$ cat src/rtl/multicycle_control.sv
// multicycle_control: Moore sequencer for the multicycle MIPS-subset datapath with
// memory wait states, an unsupported-opcode trap and a retired-instruction counter.
module multicycle_control (
  input  logic        clk,
  input  logic        reset,
  input  logic [5:0]  opcode,
  input  logic        mem_ready,
  output logic        PCWrite,
  output logic        PCWriteCond,
  output logic        IorD,
  output logic        MemRead,
  output logic        MemWrite,
  output logic        IRWrite,
  output logic        MemtoReg,
  output logic        RegDst,
  output logic        RegWrite,
  output logic        ALUSrcA,
  output logic [1:0]  ALUSrcB,
  output logic [1:0]  ALUOp,
  output logic [1:0]  PCSource,
  output logic [3:0]  state,
  output logic        halted,
  output logic [31:0] instr_count
);
  typedef enum logic [3:0] {
    FETCH = 4'd0, DECODE = 4'd1, MEMADR = 4'd2, MEMRD = 4'd3, MEMWB = 4'd4,
    MEMWR = 4'd5, EXEC = 4'd6, RWB = 4'd7, BRANCH = 4'd8, JUMP = 4'd9,
    ADDIEX = 4'd10, ADDIWB = 4'd11, HALT = 4'd12
  } state_t;
  localparam logic [5:0] OP_R = 6'b000000, OP_LW = 6'b100011, OP_SW = 6'b101011,
                         OP_BEQ = 6'b000100, OP_J = 6'b000010, OP_ADDI = 6'b001000;
  state_t      state_q, state_d;
  logic [31:0] count_q, count_d;
  logic        retire;
  always_ff @(posedge clk or negedge reset)
    if (!reset) begin
      state_q <= FETCH;
      count_q <= '0;
    end else begin
      state_q <= state_d;
      count_q <= count_d;
    end
  always_comb begin
    PCWrite = 1'b0;
    PCWriteCond = 1'b0;
    IorD = 1'b0;
    MemRead = 1'b0;
    MemWrite = 1'b0;
    IRWrite = 1'b0;
    MemtoReg = 1'b0;
    RegDst = 1'b0;
    RegWrite = 1'b0;
    ALUSrcA = 1'b0;
    ALUSrcB = 2'b00;
    ALUOp = 2'b00;
    PCSource = 2'b00;
    retire = 1'b0;
    state_d = state_q;
    case (state_q)
      FETCH: begin
        MemRead = 1'b1;
        ALUSrcB = 2'b01;
        IRWrite = mem_ready;
        PCWrite = mem_ready;
        state_d = mem_ready ? DECODE : FETCH;
      end
      DECODE: begin
        ALUSrcB = 2'b11;
        state_d = (opcode == OP_LW || opcode == OP_SW) ? MEMADR :
                  opcode == OP_R    ? EXEC   :
                  opcode == OP_BEQ  ? BRANCH :
                  opcode == OP_J    ? JUMP   :
                  opcode == OP_ADDI ? ADDIEX : HALT;
      end
      MEMADR, ADDIEX: begin
        ALUSrcA = 1'b1;
        ALUSrcB = 2'b10;
        state_d = state_q == ADDIEX ? ADDIWB : opcode == OP_LW ? MEMRD : MEMWR;
      end
      MEMRD: begin
        MemRead = 1'b1;
        IorD = 1'b1;
        state_d = mem_ready ? MEMWB : MEMRD;
      end
      MEMWB: begin
        MemtoReg = 1'b1;
        RegWrite = 1'b1;
        retire = 1'b1;
        state_d = FETCH;
      end
      MEMWR: begin
        MemWrite = 1'b1;
        IorD = 1'b1;
        retire = mem_ready;
        state_d = mem_ready ? FETCH : MEMWR;
      end
      EXEC: begin
        ALUSrcA = 1'b1;
        ALUOp = 2'b10;
        state_d = RWB;
      end
      RWB: begin
        RegDst = 1'b1;
        RegWrite = 1'b1;
        retire = 1'b1;
        state_d = FETCH;
      end
      BRANCH: begin
        ALUSrcA = 1'b1;
        ALUOp = 2'b01;
        PCWriteCond = 1'b1;
        PCSource = 2'b01;
        retire = 1'b1;
        state_d = FETCH;
      end
      JUMP: begin
        PCWrite = 1'b1;
        PCSource = 2'b10;
        retire = 1'b1;
        state_d = FETCH;
      end
      ADDIWB: begin
        RegWrite = 1'b1;
        retire = 1'b1;
        state_d = FETCH;
      end
      HALT: state_d = HALT;
      default: state_d = HALT;
    endcase
    count_d = count_q + 32'(retire);
  end
  assign state = state_q;
  assign halted = state_q == HALT;
  assign instr_count = count_q;
endmodule

$ cat config.mk
export PLATFORM = sky130hd
export DESIGN_NAME = multicycle_control
export DESIGN_NICKNAME = d
export VERILOG_FILES = /design/src/rtl/multicycle_control.sv
export SDC_FILE = /design/constraint.sdc
export NUM_CORES = 1
export LEC_CHECK = 0
export BUFFER_PORTS_ARGS = -buffer_cell sky130_fd_sc_hd__buf_2
export CORE_AREA = 2 2 73 75
export CTS_BUF_LIST = sky130_fd_sc_hd__clkbuf_8
export DETAILED_ROUTE_END_ITERATION = 10
export DIE_AREA = 0 0 75 77
export PLACE_DENSITY = 0.59
export SLEW_MARGIN = 20
export SYNTH_ARGS = -nofsm -noshare
export SYNTH_HDL_FRONTEND = slang
export SYNTH_SLANG_ARGS = --single-unit
$ cat constraint.sdc
create_clock -name clk -period 4.3 [get_ports clk]
set_input_delay 1.29 -clock clk [delete_from_list [all_inputs] [get_ports clk]]
set_output_delay 1.29 -clock clk [all_outputs]
set_load 0.01 [all_outputs]
==> flow_summary.ini <==
[outcome]
status = complete, no violations

[flow_run]
cap_violations = 0

[setup_path]
worstSetupPathType = in -> out
critPathRequiredTime_ns = 3.01
path_max_fanout = 7
start_kind = input pin
end_kind = output port
critPathArrivalTime_ns = 1.96

[route]
vias = 1613
detail_route.wl_per_cell_um = 12.6
drc_errors = 0
dr.pass1.iters = 4
via_per_inst = 4.96
routed_wl_um = 4090
drt_iter0_markers = 34
ant_nets = 0

[timing]
tns_ns = 0
finalCriticalPeriod_ns = 3.25
worstMarginPinSlew_ns = 0.768
fin_crit_sh_pct = 75.6
hold_violations = 0
rsz0062_at_grt = false
maxSlewHeadroom_pct = 48.8
finalMaxSlewViolations = 0
clock_skew_ns = 0.00270
fin_ws_ns = 1.05
finalSetupViolCount = 0
fmax_ghz = 0.308

[synthesis]
synth_nets = 204
synth-seq-cells = 36
synthCells = 193
synth_edf_count = 0
synth_common_cells = dfrtp_1, xnor2_1, nand2_1
yosys_warnings = 0
synthFlopType = dfrtp_1
synth_area_leaders = dfrtp_1, xnor2_1, xor2_1, nand3_1, nand2_1
syn_area_mm2 = 0.00191
synth_top_area_share_pct = 47.1
synth_seq_area_share_pct = 47.1
synth_top_area_cell = dfrtp_1
synth.distinct_cells = 36
synth.most_common_cell = dfrtp_1
ys_async_sr_fraction_pct = 100
avgSynthCellArea_um2 = 9.91

[clock_network]
clock_path_buffers = 2
cts_tree = built
clock_latency_ns = 0.28
htreeDepth = 2
root_buffer = clkbuf_8
cts_resized = 0
cts_setup_buffers = 0
cts-buffers-inserted = 5
clk_pin_slew_ns = 0.07
cts_hold_buf = 0
clock-sinks = 36

[place]
hpwl_um = 3000
pre_cts_ws_ns = 0.825
gp_routability_congestion = 0.792
portBuffers = 61
placed_cell_area_mm2 = 0.00228

[die]
die_h_um = 77
rows = 26
die_w_um = 75
ioPinCount = 62
start_util_pct = 38.4
fp.dieArea_mm2 = 0.00578
core_mm2 = 0.00498

[layout]
area_growth_pct = 23.2
diodes = 0
nets = 266
fin_area_mm2 = 0.00236
drive_gt1_share_pct = 30.2

[worst_hold_path]
worstHoldPathType = reg -> reg

[grt]
grt_max_degree = 37
grt_remaining_overflow = 0
grt_pass1_vias = 1463
grt_usage_pct = 15.4
grt_pass1_wl_um = 6840
antenna_found_initial = 0

[power]
vdd_ir_drop_max_v = 0.000143
power.leakage_nw = 1.23
powerDensity_mw_per_mm2 = 244
[cells by family after synthesis]
group           Yosys count  share of synthesized area, %
xor+xnor                 32                          14.7
fa+ha+maj                 2                          1.31
flops                    36                          47.1
compound gates           22                          7.32
buf+inv                  12                          2.75
simple gates             89                          26.9
[cell type report]
class | count | area [um2]
fillers | 523 | 2620
inverters | 5 | 18.8
repair buffers | 62 | 313
well taps | 70 | 87.6
multi-input cells | 145 | 960
clock inverters | 2 | 8.76
flip-flops and latches | 36 | 901
clock buffers | 5 | 68.8
[layout by cell type, fill, tap and decap left out, types with 3 or more instances in the layout]
| cell | synthesis | final |
|---|---|---|
| a21oi_1 | 7 | 7 |
| and3_1 | 6 | 6 |
| buf_2 | 0 | 61 |
| clkbuf_8 | 0 | 5 |
| dfrtp_1 | 36 | 36 |
| inv_1 | 5 | 6 |
| nand2_1 | 17 | 17 |
| nand2b_1 | 3 | 3 |
| nand3_1 | 14 | 14 |
| nand4_1 | 8 | 8 |
| nor2_1 | 13 | 13 |
| nor3_1 | 11 | 11 |
| o21ai_0 | 7 | 7 |
| or2_2 | 3 | 3 |
| xnor2_1 | 23 | 23 |
| xor2_1 | 9 | 9 |
[state kept, by name (all words and copies together) (netlist names)]
name	cells
instr_count	32
state	4
[final timing paths]
kind / to / slack, ns / from / cells after the start
max: PCWrite / 1.05 / mem_ready / 5
min in group asynchronous: instr_count[25] / 1.08 / reset / 1
max reg2reg: instr_count[27] / 1.39 / state[1] / 8
max in group asynchronous: instr_count[3] / 2.74 / reset / 1
min reg2reg: instr_count[31] / 0.46 / instr_count[31] / 1
min: instr_count[31] / 0.46 / instr_count[31] / 1
[stage by stage]
| step | utilization, % | total power [mW] | hold slack, ns | cells |
|---|---|---|---|---|
| 2_1_floorplan | - | 0.348 | 0.508 | 193 |
| 3_3_place_gp | 45.8 | 0.362 | 0.460 | 318 |
| 3_5_place_dp | 45.8 | 0.362 | 0.464 | 318 |
| 4_1_cts | 47.4 | 0.586 | 0.473 | 325 |
| 5_1_grt | 47.4 | 0.605 | 0.497 | 325 |
| 6_report | 47.4 | 0.574 | 0.464 | 325 |
[metal layers]
layer	part of all wire (%)	up-vias	routed length (um)	track usage (%)
li1	-	810	-	-
met1	46	761	1870	20.2
met2	49	40	2000	23.3
met3	4.5	2	185	4.34
met4	1.0	0	41	6.43
met5	0	-	0	0
[worst max-delay path: stages]
cell	delay [ns]
buf_2	0.14
nand2_1	0.06
nor3_1	0.05
or2_2	0.28
buf_2	0.14
[report_power, final]
| group | total (mW) | internal (mW) | switching [mW] | leakage (nW) |
|---|---|---|---|---|
| sequential | 0.339 | 0.339 | 0 | 0.488 |
| combinational | 0.0165 | 0.00455 | 0.0120 | 0.698 |
| clock | 0.219 | 0.108 | 0.111 | 0.0452 |
| total | 0.574 | 0.451 | 0.123 | 1.23 |
No activity file was read; power rests on OpenSTA's default activity.
